--- src/rtl/lb_frame_sequencer_if.sv ---
// Pixel-source handshake and memory-core bus seen by the line-buffer frame sequencer.
// master = sequencer side, slave = pixel source / memory core side.
interface lb_frame_sequencer_if #(
  parameter int DW = 16
);
  logic          pix_valid;
  logic [DW-1:0] pix_data;
  logic          pix_ready;

  logic          mem_config_en;
  logic [31:0]   mem_config_addr;
  logic [31:0]   mem_config_data;
  logic          mem_wen;
  logic [DW-1:0] mem_data_in;
  logic          mem_flush;
  logic [DW-1:0] mem_data_out;
  logic          mem_valid_out;

  modport master (
    input  pix_valid, pix_data, mem_data_out, mem_valid_out,
    output pix_ready, mem_config_en, mem_config_addr, mem_config_data,
           mem_wen, mem_data_in, mem_flush
  );

  modport slave (
    output pix_valid, pix_data, mem_data_out, mem_valid_out,
    input  pix_ready, mem_config_en, mem_config_addr, mem_config_data,
           mem_wen, mem_data_in, mem_flush
  );
endinterface

--- src/rtl/lb_frame_sequencer.sv ---
// Frame-level controller for one memory core used as a line buffer: config write, pixel stream, flush.
// Optional LB_SEQ_BACKPRESSURE_EN adds out_ready_i, which stalls pixel intake when low.
//
// state  | meaning
// IDLE   | waiting for a valid start
// CONFIG | one-cycle line-buffer config strobe to the core
// SETTLE | one idle cycle before streaming
// STREAM | accepting pixels, counting columns/rows
// DRAIN  | last pixel visible on mem_wen
// FLUSH  | mem_flush held for FLUSH_CYC cycles
// DONE   | one-cycle done pulse
module lb_frame_sequencer #(
  parameter int DW        = 16,
  parameter int DEPTH_W   = 13,
  parameter int ROW_W     = 16,
  parameter int FLUSH_CYC = 5
) (
  input  logic               clk_in_i,
  input  logic               reset_i,
  input  logic               clk_en_i,
  input  logic               start_i,
  input  logic [DEPTH_W-1:0] cfg_depth_i,
  input  logic [ROW_W-1:0]   cfg_rows_i,
`ifdef LB_SEQ_BACKPRESSURE_EN
  input  logic               out_ready_i,
`endif
  output logic               busy_o,
  output logic               done_o,
  output logic               mem_clk_en_o,
  output logic [DW-1:0]      out_data_o,
  output logic               out_valid_o,
  lb_frame_sequencer_if.master bus
);

  localparam int FW = (FLUSH_CYC > 1) ? $clog2(FLUSH_CYC) : 1;

  typedef enum logic [2:0] {
    S_IDLE,
    S_CONFIG,
    S_SETTLE,
    S_STREAM,
    S_DRAIN,
    S_FLUSH,
    S_DONE
  } state_t;

  state_t             state_q, state_d;
  logic [DEPTH_W-1:0] depth_q, depth_d;
  logic [ROW_W-1:0]   rows_q, rows_d;
  logic [DEPTH_W-1:0] col_q, col_d;
  logic [ROW_W-1:0]   row_q, row_d;
  logic [FW-1:0]      flush_cnt_q, flush_cnt_d;
  logic               wen_q, wen_d;
  logic [DW-1:0]      wdata_q, wdata_d;
  logic [DW-1:0]      odata_q, odata_d;
  logic               ovalid_q, ovalid_d;

  logic intake_ok;
  logic pix_ready;
  logic accept;
  logic col_last;
  logic row_last;

`ifdef LB_SEQ_BACKPRESSURE_EN
  assign intake_ok = out_ready_i;
`else
  assign intake_ok = 1'b1;
`endif

  assign pix_ready = (state_q == S_STREAM) && clk_en_i && intake_ok;
  assign accept    = pix_ready && bus.pix_valid;
  assign col_last  = (col_q == depth_q - DEPTH_W'(1));
  assign row_last  = (row_q == rows_q - ROW_W'(1));

  always_comb begin
    state_d     = state_q;
    depth_d     = depth_q;
    rows_d      = rows_q;
    col_d       = col_q;
    row_d       = row_q;
    flush_cnt_d = flush_cnt_q;
    wen_d       = accept;
    wdata_d     = accept ? bus.pix_data : wdata_q;
    odata_d     = bus.mem_data_out;
    ovalid_d    = bus.mem_valid_out;

    case (state_q)
      S_IDLE: begin
        if (start_i && (cfg_depth_i != '0) && (cfg_rows_i != '0)) begin
          depth_d = cfg_depth_i;
          rows_d  = cfg_rows_i;
          col_d   = '0;
          row_d   = '0;
          state_d = S_CONFIG;
        end
      end
      S_CONFIG: state_d = S_SETTLE;
      S_SETTLE: state_d = S_STREAM;
      S_STREAM: begin
        if (accept) begin
          if (col_last) begin
            col_d = '0;
            if (row_last) begin
              state_d = S_DRAIN;
            end else begin
              row_d = row_q + ROW_W'(1);
            end
          end else begin
            col_d = col_q + DEPTH_W'(1);
          end
        end
      end
      S_DRAIN: begin
        flush_cnt_d = FW'(FLUSH_CYC - 1);
        state_d     = S_FLUSH;
      end
      S_FLUSH: begin
        if (flush_cnt_q == '0) begin
          state_d = S_DONE;
        end else begin
          flush_cnt_d = flush_cnt_q - FW'(1);
        end
      end
      S_DONE:  state_d = S_IDLE;
      default: state_d = S_IDLE;
    endcase
  end

  // Reset wins over clk_en so a frozen sequencer can still be recovered.
  always_ff @(posedge clk_in_i) begin
    if (reset_i) begin
      state_q     <= S_IDLE;
      depth_q     <= '0;
      rows_q      <= '0;
      col_q       <= '0;
      row_q       <= '0;
      flush_cnt_q <= '0;
      wen_q       <= 1'b0;
      wdata_q     <= '0;
      odata_q     <= '0;
      ovalid_q    <= 1'b0;
    end else if (clk_en_i) begin
      state_q     <= state_d;
      depth_q     <= depth_d;
      rows_q      <= rows_d;
      col_q       <= col_d;
      row_q       <= row_d;
      flush_cnt_q <= flush_cnt_d;
      wen_q       <= wen_d;
      wdata_q     <= wdata_d;
      odata_q     <= odata_d;
      ovalid_q    <= ovalid_d;
    end
  end

  assign bus.pix_ready       = pix_ready;
  assign bus.mem_config_en   = (state_q == S_CONFIG);
  assign bus.mem_config_addr = 32'h0;
  // Core config word: depth in [DEPTH_W+2:3], enable bit at [2], low two bits zero.
  assign bus.mem_config_data = 32'({depth_q, 3'b100});
  assign bus.mem_wen         = wen_q;
  assign bus.mem_data_in     = wdata_q;
  assign bus.mem_flush       = (state_q == S_FLUSH);

  assign busy_o       = (state_q != S_IDLE);
  assign done_o       = (state_q == S_DONE);
  assign mem_clk_en_o = clk_en_i;
  assign out_data_o   = odata_q;
  assign out_valid_o  = ovalid_q;

endmodule

--- src/flat_wrapper.sv ---
// flat-port wrapper written by rule: the top's interface ports become plain ports
module lb_frame_sequencer_flat 
#(
  parameter int DW        = 16,
  parameter int DEPTH_W   = 13,
  parameter int ROW_W     = 16,
  parameter int FLUSH_CYC = 5
)
  (clk_in_i, reset_i, clk_en_i, start_i, cfg_depth_i, cfg_rows_i, busy_o, done_o, mem_clk_en_o, out_data_o, out_valid_o, bus_pix_valid, bus_pix_data, bus_mem_data_out, bus_mem_valid_out, bus_pix_ready, bus_mem_config_en, bus_mem_config_addr, bus_mem_config_data, bus_mem_wen, bus_mem_data_in, bus_mem_flush);
  lb_frame_sequencer_if #(.DW(DW)) bus_i ();
  input  logic clk_in_i;
  input  logic reset_i;
  input  logic clk_en_i;
  input  logic start_i;
  input  logic [DEPTH_W-1:0] cfg_depth_i;
  input  logic [ROW_W-1:0] cfg_rows_i;
  output logic busy_o;
  output logic done_o;
  output logic mem_clk_en_o;
  output logic [DW-1:0] out_data_o;
  output logic out_valid_o;
  input wire logic [$bits(bus_i.pix_valid)-1:0] bus_pix_valid;
  input wire logic [$bits(bus_i.pix_data)-1:0] bus_pix_data;
  input wire logic [$bits(bus_i.mem_data_out)-1:0] bus_mem_data_out;
  input wire logic [$bits(bus_i.mem_valid_out)-1:0] bus_mem_valid_out;
  output wire logic [$bits(bus_i.pix_ready)-1:0] bus_pix_ready;
  output wire logic [$bits(bus_i.mem_config_en)-1:0] bus_mem_config_en;
  output wire logic [$bits(bus_i.mem_config_addr)-1:0] bus_mem_config_addr;
  output wire logic [$bits(bus_i.mem_config_data)-1:0] bus_mem_config_data;
  output wire logic [$bits(bus_i.mem_wen)-1:0] bus_mem_wen;
  output wire logic [$bits(bus_i.mem_data_in)-1:0] bus_mem_data_in;
  output wire logic [$bits(bus_i.mem_flush)-1:0] bus_mem_flush;
  assign bus_i.pix_valid = bus_pix_valid;
  assign bus_i.pix_data = bus_pix_data;
  assign bus_i.mem_data_out = bus_mem_data_out;
  assign bus_i.mem_valid_out = bus_mem_valid_out;
  assign bus_pix_ready = bus_i.pix_ready;
  assign bus_mem_config_en = bus_i.mem_config_en;
  assign bus_mem_config_addr = bus_i.mem_config_addr;
  assign bus_mem_config_data = bus_i.mem_config_data;
  assign bus_mem_wen = bus_i.mem_wen;
  assign bus_mem_data_in = bus_i.mem_data_in;
  assign bus_mem_flush = bus_i.mem_flush;
  lb_frame_sequencer #(.DW(DW), .DEPTH_W(DEPTH_W), .ROW_W(ROW_W), .FLUSH_CYC(FLUSH_CYC)) u_core (.clk_in_i(clk_in_i), .reset_i(reset_i), .clk_en_i(clk_en_i), .start_i(start_i), .cfg_depth_i(cfg_depth_i), .cfg_rows_i(cfg_rows_i), .busy_o(busy_o), .done_o(done_o), .mem_clk_en_o(mem_clk_en_o), .out_data_o(out_data_o), .out_valid_o(out_valid_o), .bus(bus_i));
endmodule
--- config.mk ---
export PLATFORM = sky130hd
export DESIGN_NAME = lb_frame_sequencer_flat
export DESIGN_NICKNAME = d
export VERILOG_FILES = /design/src/rtl/lb_frame_sequencer_if.sv /design/src/rtl/lb_frame_sequencer.sv /design/src/flat_wrapper.sv
export SDC_FILE = /design/constraint.sdc
export NUM_CORES = 1
export LEC_CHECK = 0
export ABC_AREA = 1
export CAP_MARGIN = 20
export CORE_ASPECT_RATIO = 0.8
export CORE_MARGIN = 5
export CORE_UTILIZATION = 50
export CTS_BUF_LIST = sky130_fd_sc_hd__clkbuf_4
export CTS_CLUSTER_DIAMETER = 40
export CTS_CLUSTER_SIZE = 8
export DETAILED_ROUTE_END_ITERATION = 8
export HOLD_SLACK_MARGIN = 0.15
export PLACE_DENSITY = 0.83
export SKIP_LAST_GASP = 1
export SYNTH_ARGS = -nofsm -noshare
export SYNTH_HDL_FRONTEND = slang
export SYNTH_SLANG_ARGS = --single-unit
--- constraint.sdc ---
create_clock -name clk_in_i -period 2.5 [get_ports clk_in_i]
set_input_delay 0.5 -clock clk_in_i [delete_from_list [all_inputs] [get_ports clk_in_i]]
set_output_delay 0.5 -clock clk_in_i [all_outputs]
set_load 0.02 [all_outputs]
---- Word level (Yosys, flattened, before mapping) ----
Cells that the tools add are included.
word-level totals
  register bits ........................... 98
  bits in latches ......................... 0
  RAM bits ................................ 0
  bits in read-only memories .............. 0
  bits of input ports ..................... 67
  output and inout port bits .............. 104
  word-level logic and storage cells ...... 64
  memories kept ........................... 0
cells by class
  add/sub/neg operators ................... 5
  multiply operators ...................... 0
  divide/modulo/power cells ............... 0
  order comparisons ....................... 0
  equal/unequal tests ..................... 15
  shift-type cells ........................ 0
  mux-type cells .......................... 17
  bitwise logic cells ..................... 0
  reductions and logical operators ........ 17
operator list
  kind                     number
  $mux W16                 4
  $mux W13                 3
  $pmux W16 S2             1
  $pmux W13 S2             1
  $mux W3                  6
  $pmux W3 S6              1
  $add A16 B1 Y16 const B  1
  $eq A16 B16 Y1           1
  $reduce_bool A16 Y1      1
  $sub A16 B1 Y16 const B  1
  $add A13 B1 Y13 const B  1
  $eq A13 B13 Y1           1
  $reduce_bool A13 Y1      1
  $sub A13 B1 Y13 const B  1
  $reduce_and A6 Y1        2
  $ne A2 B1 Y1 const B     5
  $eq A3 B3 Y1 const B     3
  $eq A3 B2 Y1 const B     2
  $logic_not A3 Y1         2
  $pmux W3 S2              1
  $reduce_and A3 Y1        2
  $logic_and A1 B1 Y1      4
  $ne A2 B2 Y1 const B     2
  $reduce_and A4 Y1        1
  other kinds (5)          6

---- Logic depth before layout (Yosys ltp) ----
  depth after elaboration ................. 6
  depth in mapped cells ................... 16

---- Least setup slack after synthesis ----
No wires, ideal clock.
  kind .................................... register to register
  from .................................... register u_core.depth_q[0]
  to ...................................... register u_core.row_q[7]
  library setup time ...................... 0.132 ns
  data arrival time ....................... 2.094 ns
  data required time ...................... 2.368 ns
  setup slack ............................. 0.274 ns
  cell stages (with the launch flop) ...... 16
  path through ............................ dfxtp_1 -> inv_1 -> ha_1 -> nand3_1 -> nor2_1 -> nand2_1 -> nand2_1 -> nand2_1 -> nand2_1 -> nor2_1 -> nand3_1 -> a21oi_4 -> nand2_4 -> buf_6 -> nand2_1 -> a21oi_1
between the ends
  longest elaborated chain between the ends .. 4
ends and longest elaborated chain
  item                         line                       text
  start, declared              lb_frame_sequencer.sv:48   logic [DEPTH_W-1:0] depth_q, depth_d;
  start signal, assigned       lb_frame_sequencer.sv:144  depth_q <= depth_d;
  $sub A13 B1 Y13              lb_frame_sequencer.sv:72   assign col_last = (col_q == depth_q - DEPTH_W'(1));
  $eq A13 B13 Y1               lb_frame_sequencer.sv:72
  $ne A2 B1 Y1 (no line)       -
  $reduce_and A6 Y1 (no line)  -
  end signal, assigned         lb_frame_sequencer.sv:147  row_q <= row_d;
  end, declared                lb_frame_sequencer.sv:51   logic [ROW_W-1:0] row_q, row_d;
No other way between the ends.
A chain may end at the register's enable or synchronous reset.

---- Worst setup path in the final report ----
  from .................................... input clk_en_i
  to ...................................... output bus_pix_ready
between the ends
  longest elaborated chain between the ends .. 1
ends and longest elaborated chain
  item                 line                      text
  start, declared      flat_wrapper.sv:13        input logic clk_en_i;
  $logic_and A1 B1 Y1  lb_frame_sequencer.sv:70  assign pix_ready = (state_q == S_STREAM) && clk_en_i && intake_ok;
  end, declared        flat_wrapper.sv:26        output wire logic [$bits(bus_i.pix_ready)-1:0] bus_pix_ready;
No other way between the ends.

==> metrics.txt <==
WS Path Type=input pin to output pin; Async SR Flop Fraction=0%; Fin. Hold Viols=0; Pre-antenna DRT Iters=6; worst skew pair latency=0.48 ns; antenna violations before repair=0; Routability Congestion=0.9431; Clock Skews=between 0.03 and 0.04 ns; CP arrival=between 1.5 and 2 ns; htree depth=3; max_cap viols=0; ANT cells=0; CTS Hold Buffers Added=0; CTS Buffer Depth=2; pin count of the biggest net entering global routing=32; Synth area leaders=dfxtp_1 (33%), nor2_1 (12%), nand2_1 (12%); Die Height=about 110 um; residual overflow from global routing=0; most frequent cell after synthesis=nor2_1; Seq/Total Area, Yosys=about a third; TritonCTS clock tree=done; number of global-route vias before repair=between 5000 and 6000; Iter 0 DRT Violations=487; Routed WL=16.58 mm; top-area cell type share of the netlist area=between 30% and 40%; Mapped Area=slightly below 6000 um^2; final setup fails=0; VDD IR max=0.3819 mV; starting density of the core=~51%; worst rel slew slack=62.74%; layout cells sized above 1=under 10%; nets@finish=roughly 1100; DP Wirelength=between 10 and 15 mm; fin crit period=2.384 ns; vias per cell=a little over 5; number of synthesized flops with an enable pin=0; Required @ worst endpoint=2.00 ns; Synth Warn #=0; fin. max-slew vios=0; Wirelength per Cell=13.79 um; I/O Buffers=~120; outcome=completed; area grow syn2layout=24.88%; Setup WS post-layout=~0.12 ns; first-pass GRT wire length=around 27 mm; Tcrit/Tclk final=between 90% and 100%; Main synth FF type=dfxtp_1; Critical Path End Type=output pin; Die ar.=about 14000 um^2; pwr/cell area=between 500 and 600 nW/um^2; post-synth top area cell=dfxtp_1; Chip Width=~130 um; Critical Path Start Type=input pin; GRT Overall Usage=between 20% and 30%; CTS root buf=clkbuf_4; RSZ-0062 raised after global routing=yes; via count=between 6000 and 7000; Hold Crit Class=flip-flop to flip-flop; setup slack at placement=-0.06820 ns; crit path max fanout=5; Worst-path clk slew=0.16 ns; commonest cells in the netlist=nor2_1 (191), nand2_1 (189), dfxtp_1 (98), o21ai_0 (73), inv_1 (70); DRC errors left=0; Synth Register Bits=98; slew at the pin closest to its max-slew limit=between 0.5 and 0.6 ns; TritonCTS Buffers=9; row count=35; Post-Layout Cell Count=roughly 1200; Lkg Pwr=around 0.0032 uW; placed cells=around 1200; Avg Inst Size Synth=between 6 and 7 um^2; synth unique cells=39; core area=approximately 12000 um^2; cell count after synthesis=approximately 920; fmax=419.4 MHz; clock sinks=98; ANT nets after route=0; Top Ports=between 150 and 200
==> layer usage <==
metal | wire, um | up-vias | share of wire, % | global-route usage [%]
li1 | - | 3104 | - | -
met1 | 7340 | 2787 | 44 | 30.16
met2 | 6963 | 286 | 42 | 34.35
met3 | 2033 | 24 | 12 | 9.299
met4 | 241 | 0 | 1.5 | 5.800
met5 | 0 | - | 0 | 0
==> flip-flops by register name, summed over array words and instances (netlist names) <==
name                    flops
u_core.bus.mem_data_in     16
u_core.state_q              3
u_core.bus.mem_wen          1
u_core.depth_q             13
u_core.flush_cnt_q          3
u_core.rows_q              16
u_core.col_q               13
u_core.out_data_o          16
u_core.row_q               16
u_core.out_valid_o          1
==> report_power, final <==
part           switching, uW  total (uW)  internal, uW
clock                    593         917           324
combinational            760        1250           494
sequential              88.4        1730          1650
==> kinds of logic (layout without fill, tap and decap cells) <==
logic type / count (synthesis) / count (layout) / synth area share [%]
fa+ha+maj: 6 / 6 / 1.260
other cells: 2 / 51 / 0.1260
simple gates: 502 / 502 / 36.20
compound gates: 124 / 124 / 11.09
xor+xnor: 31 / 31 / 4.557
flops: 98 / 98 / 32.93
buf+inv: 156 / 242 / 13.84
==> area by class of cell <==
cell class	count	area (um^2)
sequential	98	1967
clock inverter	7	86.33
fill	1047	4164
inverter	74	277.8
clock buffer	9	67.56
multi-input combinational	714	3391
timing repair buffer	152	1466
tap	148	185.2
==> worst paths after layout <==
path / from / to / slack (ns) / depth (start not counted)
setup / recovery: clk_en_i / bus_pix_ready / 0.12 / 4
hold reg to reg: u_core.flush_cnt_q[1] / u_core.flush_cnt_q[1] / 0.48 / 2
hold / removal: u_core.flush_cnt_q[1] / u_core.flush_cnt_q[1] / 0.48 / 2
setup reg to reg: u_core.depth_q[0] / u_core.row_q[10] / 0.18 / 14
==> cell usage in the layout, fill, tap and decap left out, types with 22 or more instances in the layout <==
cell type / n
o21ai_0: 72
nand3_1: 64
nor2_1: 185
clkdlybuf4s50_1: 117
buf_4: 30
dfxtp_1: 94
a21oi_1: 41
nand2_1: 189
xor2_1: 22
conb_1: 51
inv_1: 70
==> repair_timing <==
| action | in CTS | in global routing |
|---|---|---|
| hold endpoints to repair | 0 | 0 |
| endpoints found under the setup margin | 4 | 32 |
| cloned | 0 | 0 |
| buffers inserted | 1 | 2 |
| resized for setup | 5 | 14 |
| pin swaps | 0 | 2 |
==> critical path, stage by stage <==
cell	delay, ns
clkdlybuf4s50_1	0.49
inv_1	0.13
nor2_1	0.15
clkdlybuf4s50_1	0.62
==> metrics by stage <==
| step | power (uW) | hold slack [ns] | utilization, % | setup TNS (ns) | area, um^2 |
|---|---|---|---|---|---|
| 2_1_floorplan | 2602 | 0.4331 | - | 0 | 6142 |
| 4_1_cts | 3886 | 0.4761 | 63.68 | 0 | 7390 |
| 3_3_place_gp | 2950 | 0.4473 | 62.23 | -0.1234 | 7222 |
| 5_1_grt | 4138 | 0.5174 | 64.12 | -0.1728 | 7441 |
| 6_report | 3906 | 0.4761 | 64.12 | 0 | 7441 |
| 3_5_place_dp | 2967 | 0.4541 | 62.23 | -0.3113 | 7222 |
Note: power is estimated with default switching activity, not from simulation.
